===== config.mk =====
export PLATFORM = sky130hd
export DESIGN_NAME = atm_keypad_frontend
export DESIGN_NICKNAME = d
export VERILOG_FILES = /design/src/rtl/atm_keypad_frontend_pkg.sv /design/src/rtl/atm_digit_accum.sv /design/src/rtl/atm_keypad_frontend.sv
export SDC_FILE = /design/constraint.sdc
export NUM_CORES = 1
export LEC_CHECK = 0
export ABC_AREA = 1
export CAP_MARGIN = 20
export CORE_ASPECT_RATIO = 1.75
export CORE_MARGIN = 5
export CORE_UTILIZATION = 55
export DETAILED_ROUTE_END_ITERATION = 6
export MAX_ROUTING_LAYER = met4
export PLACE_DENSITY = 0.84
export SLEW_MARGIN = 10
export SYNTH_ARGS = -nofsm -noshare
export SYNTH_HDL_FRONTEND = slang
export SYNTH_SLANG_ARGS = --single-unit

===== constraint.sdc =====
create_clock -name clk -period 3.6 [get_ports clk]
set_clock_uncertainty 0.2 [all_clocks]
set_input_delay 0.36 -clock clk [delete_from_list [all_inputs] [get_ports clk]]
set_output_delay 0.36 -clock clk [all_outputs]
set_load 0.03 [all_outputs]

===== src/rtl/atm_keypad_frontend_pkg.sv =====
// Shared types and constants for the ATM keypad front end.
// Key codes, opcodes, the session state set and the done-flag helper.
package atm_keypad_frontend_pkg;

    localparam int FIELD_W = 17;
    localparam int AMT_W   = 19;

    localparam logic [3:0] KEY_ENTER  = 4'd10;
    localparam logic [3:0] KEY_CANCEL = 4'd11;
    localparam logic [3:0] KEY_CLEAR  = 4'd12;

    localparam logic [2:0] OP_NONE     = 3'd0;
    localparam logic [2:0] OP_BALANCE  = 3'd1;
    localparam logic [2:0] OP_DEPOSIT  = 3'd2;
    localparam logic [2:0] OP_WITHDRAW = 3'd3;
    localparam logic [2:0] OP_TRANSFER = 3'd4;
    localparam logic [2:0] OP_PINCHG   = 3'd5;

    localparam logic [2:0] PIN_DIGITS = 3'd4;
    localparam logic [2:0] VAL_DIGITS = 3'd5;

    typedef enum logic [2:0] {
        IDLE,
        PIN,
        OPSEL,
        AMT,
        ACCT,
        NEWPIN,
        ISSUE,
        WAIT
    } state_e;

    function automatic logic [4:0] done_mask(input logic [2:0] op);
        logic [4:0] m;
        unique case (op)
            OP_BALANCE:  m = 5'b00001;
            OP_DEPOSIT:  m = 5'b00010;
            OP_WITHDRAW: m = 5'b00100;
            OP_TRANSFER: m = 5'b01000;
            OP_PINCHG:   m = 5'b10000;
            default:     m = 5'b00000;
        endcase
        return m;
    endfunction

    function automatic logic op_valid(input logic [2:0] op);
        return (op >= OP_BALANCE) && (op <= OP_PINCHG);
    endfunction

endpackage


===== src/rtl/atm_digit_accum.sv =====
// Decimal shift-accumulator shared by every numeric entry field.
// Digits past max_digits are dropped; clear wins over push.
module atm_digit_accum
    import atm_keypad_frontend_pkg::*;
#(
    parameter int W = FIELD_W
) (
    input  logic         clk,
    input  logic         reset,
    input  logic         clear,
    input  logic         push,
    input  logic [3:0]   digit,
    input  logic [2:0]   max_digits,
    output logic [W-1:0] value,
    output logic [2:0]   count
);

    logic [W-1:0] times_ten;

    assign times_ten = {value[W-4:0], 3'b000} + {value[W-2:0], 1'b0};

    // Shift one decimal digit in per accepted push until the field is full
    always_ff @(posedge clk) begin
        if (reset || clear) begin
            value <= '0;
            count <= 3'd0;
        end else if (push && (count < max_digits)) begin
            value <= times_ten + W'(digit);
            count <= count + 3'd1;
        end
    end

endmodule


===== src/rtl/atm_keypad_frontend.sv =====
// Keypad session controller: PIN, operation, amount/account entry,
// request issue and completion/timeout handling toward the ATM core.
module atm_keypad_frontend
    import atm_keypad_frontend_pkg::*;
#(
    parameter int IDLE_TIMEOUT = 1000,
    parameter int RESP_TIMEOUT = 200
) (
    input  logic               clk,
    input  logic               reset,
    input  logic               card_detect,
    input  logic               key_valid,
    input  logic [3:0]         key_code,
    input  logic [4:0]         atm_done,
    output logic               Card_in,
    output logic [2:0]         opcode,
    output logic [FIELD_W-1:0] password,
    output logic [FIELD_W-1:0] new_pin,
    output logic [AMT_W-1:0]   amount,
    output logic [FIELD_W-1:0] ur_account,
    output logic               req_valid,
    output logic               busy,
    output logic               timeout,
    output logic               txn_ok
);

    localparam int CNT_MAX = (IDLE_TIMEOUT > RESP_TIMEOUT) ?
                             IDLE_TIMEOUT : RESP_TIMEOUT;
    localparam int CNT_W = $clog2(CNT_MAX + 1);
    localparam logic [CNT_W-1:0] IDLE_LIM = CNT_W'(IDLE_TIMEOUT - 1);
    localparam logic [CNT_W-1:0] RESP_LIM = CNT_W'(RESP_TIMEOUT - 1);

    state_e state;
    state_e state_n;

    logic [CNT_W-1:0]   cnt;
    logic [FIELD_W-1:0] acc_value;
    logic [2:0]         acc_count;
    logic [2:0]         acc_max;

    logic k_digit;
    logic k_enter;
    logic k_cancel;
    logic k_clear;
    logic k_known;
    logic in_entry;
    logic in_keyed;
    logic tmo_hit;
    logic done_hit;

    logic acc_push;
    logic acc_clr;
    logic op_set;
    logic op_clr;
    logic lat_pw;
    logic lat_amt;
    logic lat_acct;
    logic lat_np;
    logic go_tmo;
    logic go_done;

    assign k_digit  = key_valid && (key_code < KEY_ENTER);
    assign k_enter  = key_valid && (key_code == KEY_ENTER);
    assign k_cancel = key_valid && (key_code == KEY_CANCEL);
    assign k_clear  = key_valid && (key_code == KEY_CLEAR);
    assign k_known  = key_valid && (key_code <= KEY_CLEAR);

    assign in_entry = (state == PIN) || (state == AMT) ||
                      (state == ACCT) || (state == NEWPIN);
    assign in_keyed = in_entry || (state == OPSEL);

    assign tmo_hit  = (in_keyed && (cnt == IDLE_LIM)) ||
                      ((state == WAIT) && (cnt == RESP_LIM));
    assign done_hit = (state == WAIT) &&
                      ((atm_done & done_mask(opcode)) != 5'd0);

    assign acc_max = ((state == PIN) || (state == NEWPIN)) ?
                     PIN_DIGITS : VAL_DIGITS;

    atm_digit_accum #(
        .W(FIELD_W)
    ) u_accum (
        .clk        (clk),
        .reset      (reset),
        .clear      (acc_clr || (state_n != state)),
        .push       (acc_push),
        .digit      (key_code),
        .max_digits (acc_max),
        .value      (acc_value),
        .count      (acc_count)
    );

    // Next-state and per-cycle action decode in priority order
    always_comb begin
        state_n  = state;
        acc_push = 1'b0;
        acc_clr  = 1'b0;
        op_set   = 1'b0;
        op_clr   = 1'b0;
        lat_pw   = 1'b0;
        lat_amt  = 1'b0;
        lat_acct = 1'b0;
        lat_np   = 1'b0;
        go_tmo   = 1'b0;
        go_done  = 1'b0;
        if (state == IDLE) begin
            if (card_detect) begin
                state_n = PIN;
            end
        end else if (!card_detect || k_cancel) begin
            state_n = IDLE;
        end else if (done_hit) begin
            go_done = 1'b1;
            state_n = OPSEL;
        end else if (tmo_hit) begin
            go_tmo  = 1'b1;
            state_n = IDLE;
        end else if (state == ISSUE) begin
            state_n = WAIT;
        end else if (in_entry) begin
            unique case (1'b1)
                k_digit: acc_push = 1'b1;
                k_clear: acc_clr = 1'b1;
                k_enter: begin
                    if (acc_count != 3'd0) begin
                        unique case (state)
                            PIN: begin
                                lat_pw  = 1'b1;
                                state_n = OPSEL;
                            end
                            AMT: begin
                                lat_amt = 1'b1;
                                state_n = (opcode == OP_TRANSFER) ?
                                          ACCT : ISSUE;
                            end
                            ACCT: begin
                                lat_acct = 1'b1;
                                state_n  = ISSUE;
                            end
                            NEWPIN: begin
                                lat_np  = 1'b1;
                                state_n = ISSUE;
                            end
                            default: ;
                        endcase
                    end
                end
                default: ;
            endcase
        end else if (state == OPSEL) begin
            unique case (1'b1)
                k_digit: op_set = key_code inside {[4'd1:4'd5]};
                k_clear: op_clr = 1'b1;
                k_enter: begin
                    if (op_valid(opcode)) begin
                        unique case (opcode)
                            OP_BALANCE: state_n = ISSUE;
                            OP_PINCHG:  state_n = NEWPIN;
                            default:    state_n = AMT;
                        endcase
                    end
                end
                default: ;
            endcase
        end
    end

    // State, inactivity/response timer and status outputs
    always_ff @(posedge clk) begin
        if (reset) begin
            state     <= IDLE;
            cnt       <= '0;
            Card_in   <= 1'b0;
            busy      <= 1'b0;
            req_valid <= 1'b0;
            timeout   <= 1'b0;
            txn_ok    <= 1'b0;
        end else begin
            state     <= state_n;
            Card_in   <= (state_n != IDLE);
            busy      <= (state_n != IDLE);
            req_valid <= (state_n == ISSUE);
            timeout   <= go_tmo;
            txn_ok    <= go_done;
            if ((state_n != state) || (in_keyed && k_known)) begin
                cnt <= '0;
            end else if (in_keyed || (state == WAIT)) begin
                cnt <= cnt + 1'b1;
            end else begin
                cnt <= '0;
            end
        end
    end

    // Field registers: latched on ENTER, dropped on abort or completion
    always_ff @(posedge clk) begin
        if (reset || (state_n == IDLE)) begin
            opcode     <= OP_NONE;
            password   <= '0;
            new_pin    <= '0;
            amount     <= '0;
            ur_account <= '0;
        end else if (go_done) begin
            // PIN stays latched so the session can run another operation
            opcode     <= OP_NONE;
            new_pin    <= '0;
            amount     <= '0;
            ur_account <= '0;
        end else begin
            if (op_set) begin
                opcode <= key_code[2:0];
            end else if (op_clr) begin
                opcode <= OP_NONE;
            end
            if (lat_pw) begin
                password <= acc_value;
            end
            if (lat_amt) begin
                amount <= AMT_W'(acc_value);
            end
            if (lat_acct) begin
                ur_account <= acc_value;
            end
            if (lat_np) begin
                new_pin <= acc_value;
            end
        end
    end

endmodule


# Yosys cells after proc, flatten, opt, wreduce, memory -nomap -nowiden
# Cells that the tools add are included.
# word_totals
mem_bits_rw,0
mem_bits_ro,0
mem_count,0
latchBits,0
out_inout_bits,78
regBits,108
# op_classes
n_eq_ne,19
reduce_logical,36
n_lt_le_gt_ge,7
div,0
mul,0
bitwise_logic,3
n_mux,88
shifts,0
add_sub_neg,4
# ops
op,count
$mux W1,70
$mux W3,14
$pmux W5 S5,1
$eq A3 B3 Y1 const B,7
$add A17 B17 Y17,1
$add A17 B4 Y17,1
$eq A3 B2 Y1 const B,4
$eq A4 B4 Y1 const B,3
$logic_and A1 B1 Y1,12
$logic_or A1 B1 Y1,12
$add A10 B1 Y10 const B,1
$eq A10 B10 Y1 const B,1
$eq A10 B8 Y1 const B,1
$pmux W3 S3,1
$eq A3 B1 Y1 const B,2
$logic_not A3 Y1,2
$pmux W3 S2,1
$reduce_bool A3 Y1,2
$and A5 B5 Y5,1
$reduce_bool A5 Y1,1
$ge A4 B1 Y1 const B,1
$le A4 B3 Y1 const B,1
$le A4 B4 Y1 const B,1
$lt A4 B4 Y1 const B,1
13 further kinds,15

# Longest topological paths before layout
# logic_depth
word_depth,14
mapped_depth,18

# By module
# From an unflattened synthesis, not the netlist that was laid out.
# unflattened
hier_cells,898
area_unflattened_um2,6286.0
# modules_own_cells
mod,area_per_inst_um2,cells_each,seq_area_each_um2,instances
atm_keypad_frontend,4357.9,605,1761.7,1
atm_digit_accum,1928.1,293,400.4,1

# Worst setup path after synthesis
# Ideal clock, no wire load.
# synth_path
kind,register to register
from,register u_accum.value[0]
to,register u_accum.value[12]
path_stages_with_launch,14
slack_ps,947
n_path_buf,0
setup_ps,112
required_ps,3288
arrival_ps,2341
cell_sequence,dfxtp_1 -> fa_1 -> fa_1 -> nand3_1 -> nand3_1 -> nand2_1 -> nand3_1 -> nand3_1 -> nand3_1 -> or2_2 -> nand3_1 -> nand2_1 -> inv_1 -> nor2_2
# synth_via
elab_chain_len,2
# synth_rtl
item,line,rtl
"start, declared",atm_digit_accum.sv:14,"output logic [W-1:0] value,"
"start signal, assigned",atm_digit_accum.sv:28,value <= times_ten + W'(digit);
$add A17 B17 Y17,atm_digit_accum.sv:20,"assign times_ten = {value[W-4:0], 3'b000} + {value[W-2:0], 1'b0};"
$add A17 B4 Y17,atm_digit_accum.sv:28,
# No other way between the ends.
# A chain may end at the register's enable or synchronous reset.

# Worst setup path in the final report
# layout_path
from,input key_code[3]
to,register u_accum.value[12]
# layout_via
elab_chain_len,13
# layout_rtl
item,line,rtl
"start, declared",atm_keypad_frontend.sv:13,"input logic [3:0] key_code,"
$eq A4 B4 Y1,atm_keypad_frontend.sv:63,assign k_enter = key_valid && (key_code == KEY_ENTER);
$logic_and A1 B1 Y1,atm_keypad_frontend.sv:63,
$mux W3,atm_keypad_frontend.sv:151,unique case (1'b1)
$mux W3,atm_keypad_frontend.sv:150,end else if (state == OPSEL) begin
$mux W3,atm_keypad_frontend.sv:120,end else if (in_entry) begin
$mux W3,atm_keypad_frontend.sv:118,end else if (state == ISSUE) begin
$mux W3,atm_keypad_frontend.sv:115,end else if (tmo_hit) begin
$mux W3,atm_keypad_frontend.sv:112,end else if (done_hit) begin
$mux W3,atm_keypad_frontend.sv:110,end else if (!card_detect || k_cancel) begin
$mux W3,atm_keypad_frontend.sv:106,if (state == IDLE) begin
$ne A3 B3 Y1,atm_keypad_frontend.sv:85,".clear (acc_clr || (state_n != state)),"
$logic_or A1 B1 Y1,atm_keypad_frontend.sv:85,
$logic_or A1 B1 Y1,atm_digit_accum.sv:24,if (reset || clear) begin
# Several ways; a longest one is shown, not always the timed one.

==> metrics list <==
- In this run the worst setup path terminates at u_accum.value[12]$_SDFFE_PP0P_.
* I/O pin cnt: 91
* Number of CTS-inserted buffers: 9
* Via count of the first global-routing pass: 5413
* Achievable Freq: 328 MHz
- Timing startpoint of the critical path: key_code[3]
- Post-DRT Antenna Nets: 0
- Along the worst hold path, the cell count comes to 1.
- Post-cts repair resize count: 0
- After clock tree synthesis, the clock-pin slew on the worst setup and hold paths is 0.08 ns.
* CTS tree: yes
* Sink Count: 108
- In the synthesized netlist, the number of instances is 857.
- Counting cells, the worst reg-to-reg path comes to 14.
- Commonest non-fill, non-tap cell in the layout: nand2_1
- DR vias/cell: 5.13
* Synth Cell Area: 5990 um^2
- CTS max path bufs: 2
* Count of endpoints failing hold in the final timing report: 0
- The most used flip-flop cell after synthesis is dfxtp_1.
- Arrival time at the worst endpoint: 3.09 ns
- In the final layout, the share of cells above drive strength 1 is 7.33%.
- Cell accounting for the most synthesized area: dfxtp_1
- Power density cells: 319 nW/um^2
- R2r endpoint: new_pin[3]$_SDFFE_PP0P_
- From synthesis to final layout, the design area changed by 19.8%.
* Final WL: 15.7 mm
* Number of distinct standard cells referenced by the synthesized netlist: 40
* Initial standard-cell utilization of the core: 56.0%
- After floorplanning, the core was sized to cover 10700 um^2.
- In this run the post-CTS setup repair buffer count came out at 0.
- Proportion of synthesized chip area in sequential cells: 36.1%
- In this run the vertical extent of the chip is 148 um.
- Critical Path End Type: register
- In this run the critical register-to-register path is launched from state[2]$_SDFF_PP0_.
* Synth Warn #: 0
- DRT iter0 DRCs: 283
- Outcome: complete, no violations
* Final Max Slew Viols: 0
- Total Routing Usage GR: 25.3%
- N_diodes: 0
* Deepest level of the CTS H-tree: 3
* Router iterations before antenna repair: 5
* Standard-cell rows: 50
- Yosys top cell area share: 36.1%
- Setup violations remaining at the end of the flow were counted as 0.
- At the end of routability-driven placement, the weighted congestion stood at 0.947.
* Hold-fix buffers at CTS: 0
- The first global-routing pass estimated 25.2 mm of wire.
- Part of the cycle the worst path needs: 84.8%
* CTS root buffer: clkbuf_16
- Worst IR Drop VDD: 0.284 mV
* Worst rel slew slack: 53.5%
- HPWL after detailed placement: 11.8 mm
- Across all layers, the routed design uses 5497 vias.
- Counting flops with an async set or reset pin after synthesis yields a share of 0%.
- Averaged over all synthesized cells, the footprint is 6.99 um^2.
- Of all nets on the critical path, the largest fanout is 4.
* WL/cell: 14.6 um
* Setup Crit Path Kind: primary input to register
- Data required time of the worst path: 3.64 ns
- Count of maximum capacitance violations: 0
- Die outline width: 88.9 um
- Hold is met by 0.248 ns.
* Remaining design rule violation count: 0
- For the pin with the worst max-slew slack, the measured transition is 0.696 ns.
- Setup repair after global routing left no endpoint under its margin.
* Most frequent cells in the layout: nand2_1, inv_1, dfxtp_1
* Total congestion overflow after global routing: 0
- Yosys mapped a number of flops with a built-in enable equal to 0.
* Launching element type of the critical path: primary input
* Synth Register Bits: 108
- Leak Pwr: 2.75 nW
- For the worst-skew pair, the clock arrives at the later sink with an insertion delay of 0.35 ns.
- PortBufs: 88
- Net count reported at finish: 984
* Setup_tns: 0 ns
- Synth top area cells: dfxtp_1, nand2_1, inv_1
- R2R Setup Slk: 0.57 ns
* Area of the die: 13200 um^2
- Initial antenna violation count: 0
- Tmin final: 3.05 ns
* Largest net degree at the start of global routing: 55
- In this run the worst hold path is classified as register to register.
routing by layer:
layer | wire [um] | part of all wire, % | vias to the layer above | track usage [%]
met5 | 0 | 0 | - | -
met4 | 841 | 5.4 | 0 | 13.7
met3 | 626 | 4.0 | 56 | 3.40
met2 | 8390 | 54 | 162 | 45.7
met1 | 5810 | 37 | 2476 | 25.1
li1 | - | - | 2803 | -
metrics by stage:
stage	area, um^2	setup WS (ns)	util (%)	power, W	cells
2_1_floorplan	5990	0.947	-	0.00130	858
3_3_place_gp	6870	0.292	64.2	0.00132	1055
3_5_place_dp	6870	0.265	64.2	0.00132	1055
4_1_cts	7170	0.564	67.0	0.00230	1071
5_1_grt	7170	0.321	67.0	0.00235	1071
6_report	7170	0.549	67.0	0.00229	1071
cells by family (layout without fill, tap and decap cells):
group / Yosys count / count (layout) / synth area share, %
fa+ha+maj: 35 / 35 / 7.57
compound gates: 111 / 111 / 9.66
other cells: 1 / 2 / 0.0626
buf+inv: 183 / 266 / 13.5
xor+xnor: 21 / 21 / 3.07
simple gates: 398 / 398 / 30.1
flops: 108 / 108 / 36.1
worst max-delay path, stage by stage:
cell and delay, ns:
clkdlybuf4s50_1 0.52, fa_1 0.57, fa_1 0.47, nand3_1 0.10, nand3_1 0.15, nand2_1 0.10
nand3_1 0.11, nand3_1 0.10, nand3_1 0.08, or2_2 0.28, nand3_1 0.08, nand2_1 0.06
inv_1 0.06, nor2_2 0.03
worst min path at each step:
stage | end | slack (ns) | startpoint
2_1_floorplan | cnt[0]$_SDFF_PP0_ | 0.22 | cnt[0]$_SDFF_PP0_
3_3_place_gp | cnt[0]$_SDFF_PP0_ | 0.23 | cnt[0]$_SDFF_PP0_
3_5_place_dp | cnt[0]$_SDFF_PP0_ | 0.24 | cnt[0]$_SDFF_PP0_
4_1_cts | cnt[0]$_SDFF_PP0_ | 0.25 | cnt[0]$_SDFF_PP0_
5_1_grt | password[13]$_SDFFE_PP0P_ | 0.29 | password[13]$_SDFFE_PP0P_
6_report | cnt[0]$_SDFF_PP0_ | 0.25 | cnt[0]$_SDFF_PP0_
cell type report:
class	instances	area (um^2)
clock inverter	6	63.8
clock buffer	10	239
multi-input combinational	567	3020
timing repair buffer	96	941
tap	130	163
fill	917	3530
sequential	108	2160
inverter	154	581
cell usage after synthesis, types with 3 or more instances:
cell and count:
nand2_2 6, o21bai_1 4, nand2_4 4, xnor2_1 9
nor2_2 20, a31oi_1 3, nand2_1 176, dfxtp_1 108
buf_6 10, ha_1 33, o21ai_1 4, nor2_1 103
clkbuf_1 8, nand4_1 4, or2_2 4, nor3_1 4
buf_2 3, a21oi_1 30, o21ai_0 67, xor2_1 12
inv_1 151, nor4_1 4, buf_4 6, nand3_1 63
sequential cells by signal (all words and copies together) (netlist names):
register       count
amount            17
new_pin           17
password          17
u_accum.value     17
ur_account        17
cnt               10
opcode             3
state              3
u_accum.count      3
busy               1
req_valid          1
timeout            1
txn_ok             1
where the power goes:
group	total (W)	switching [W]	internal (W)
clock	0.000995	0.000487	0.000508
sequential	0.00120	0.00000230	0.00119
combinational	0.0000940	0.0000662	0.0000278
total	0.00229	0.000556	0.00173
Note: power is estimated with default switching activity, not from simulation.
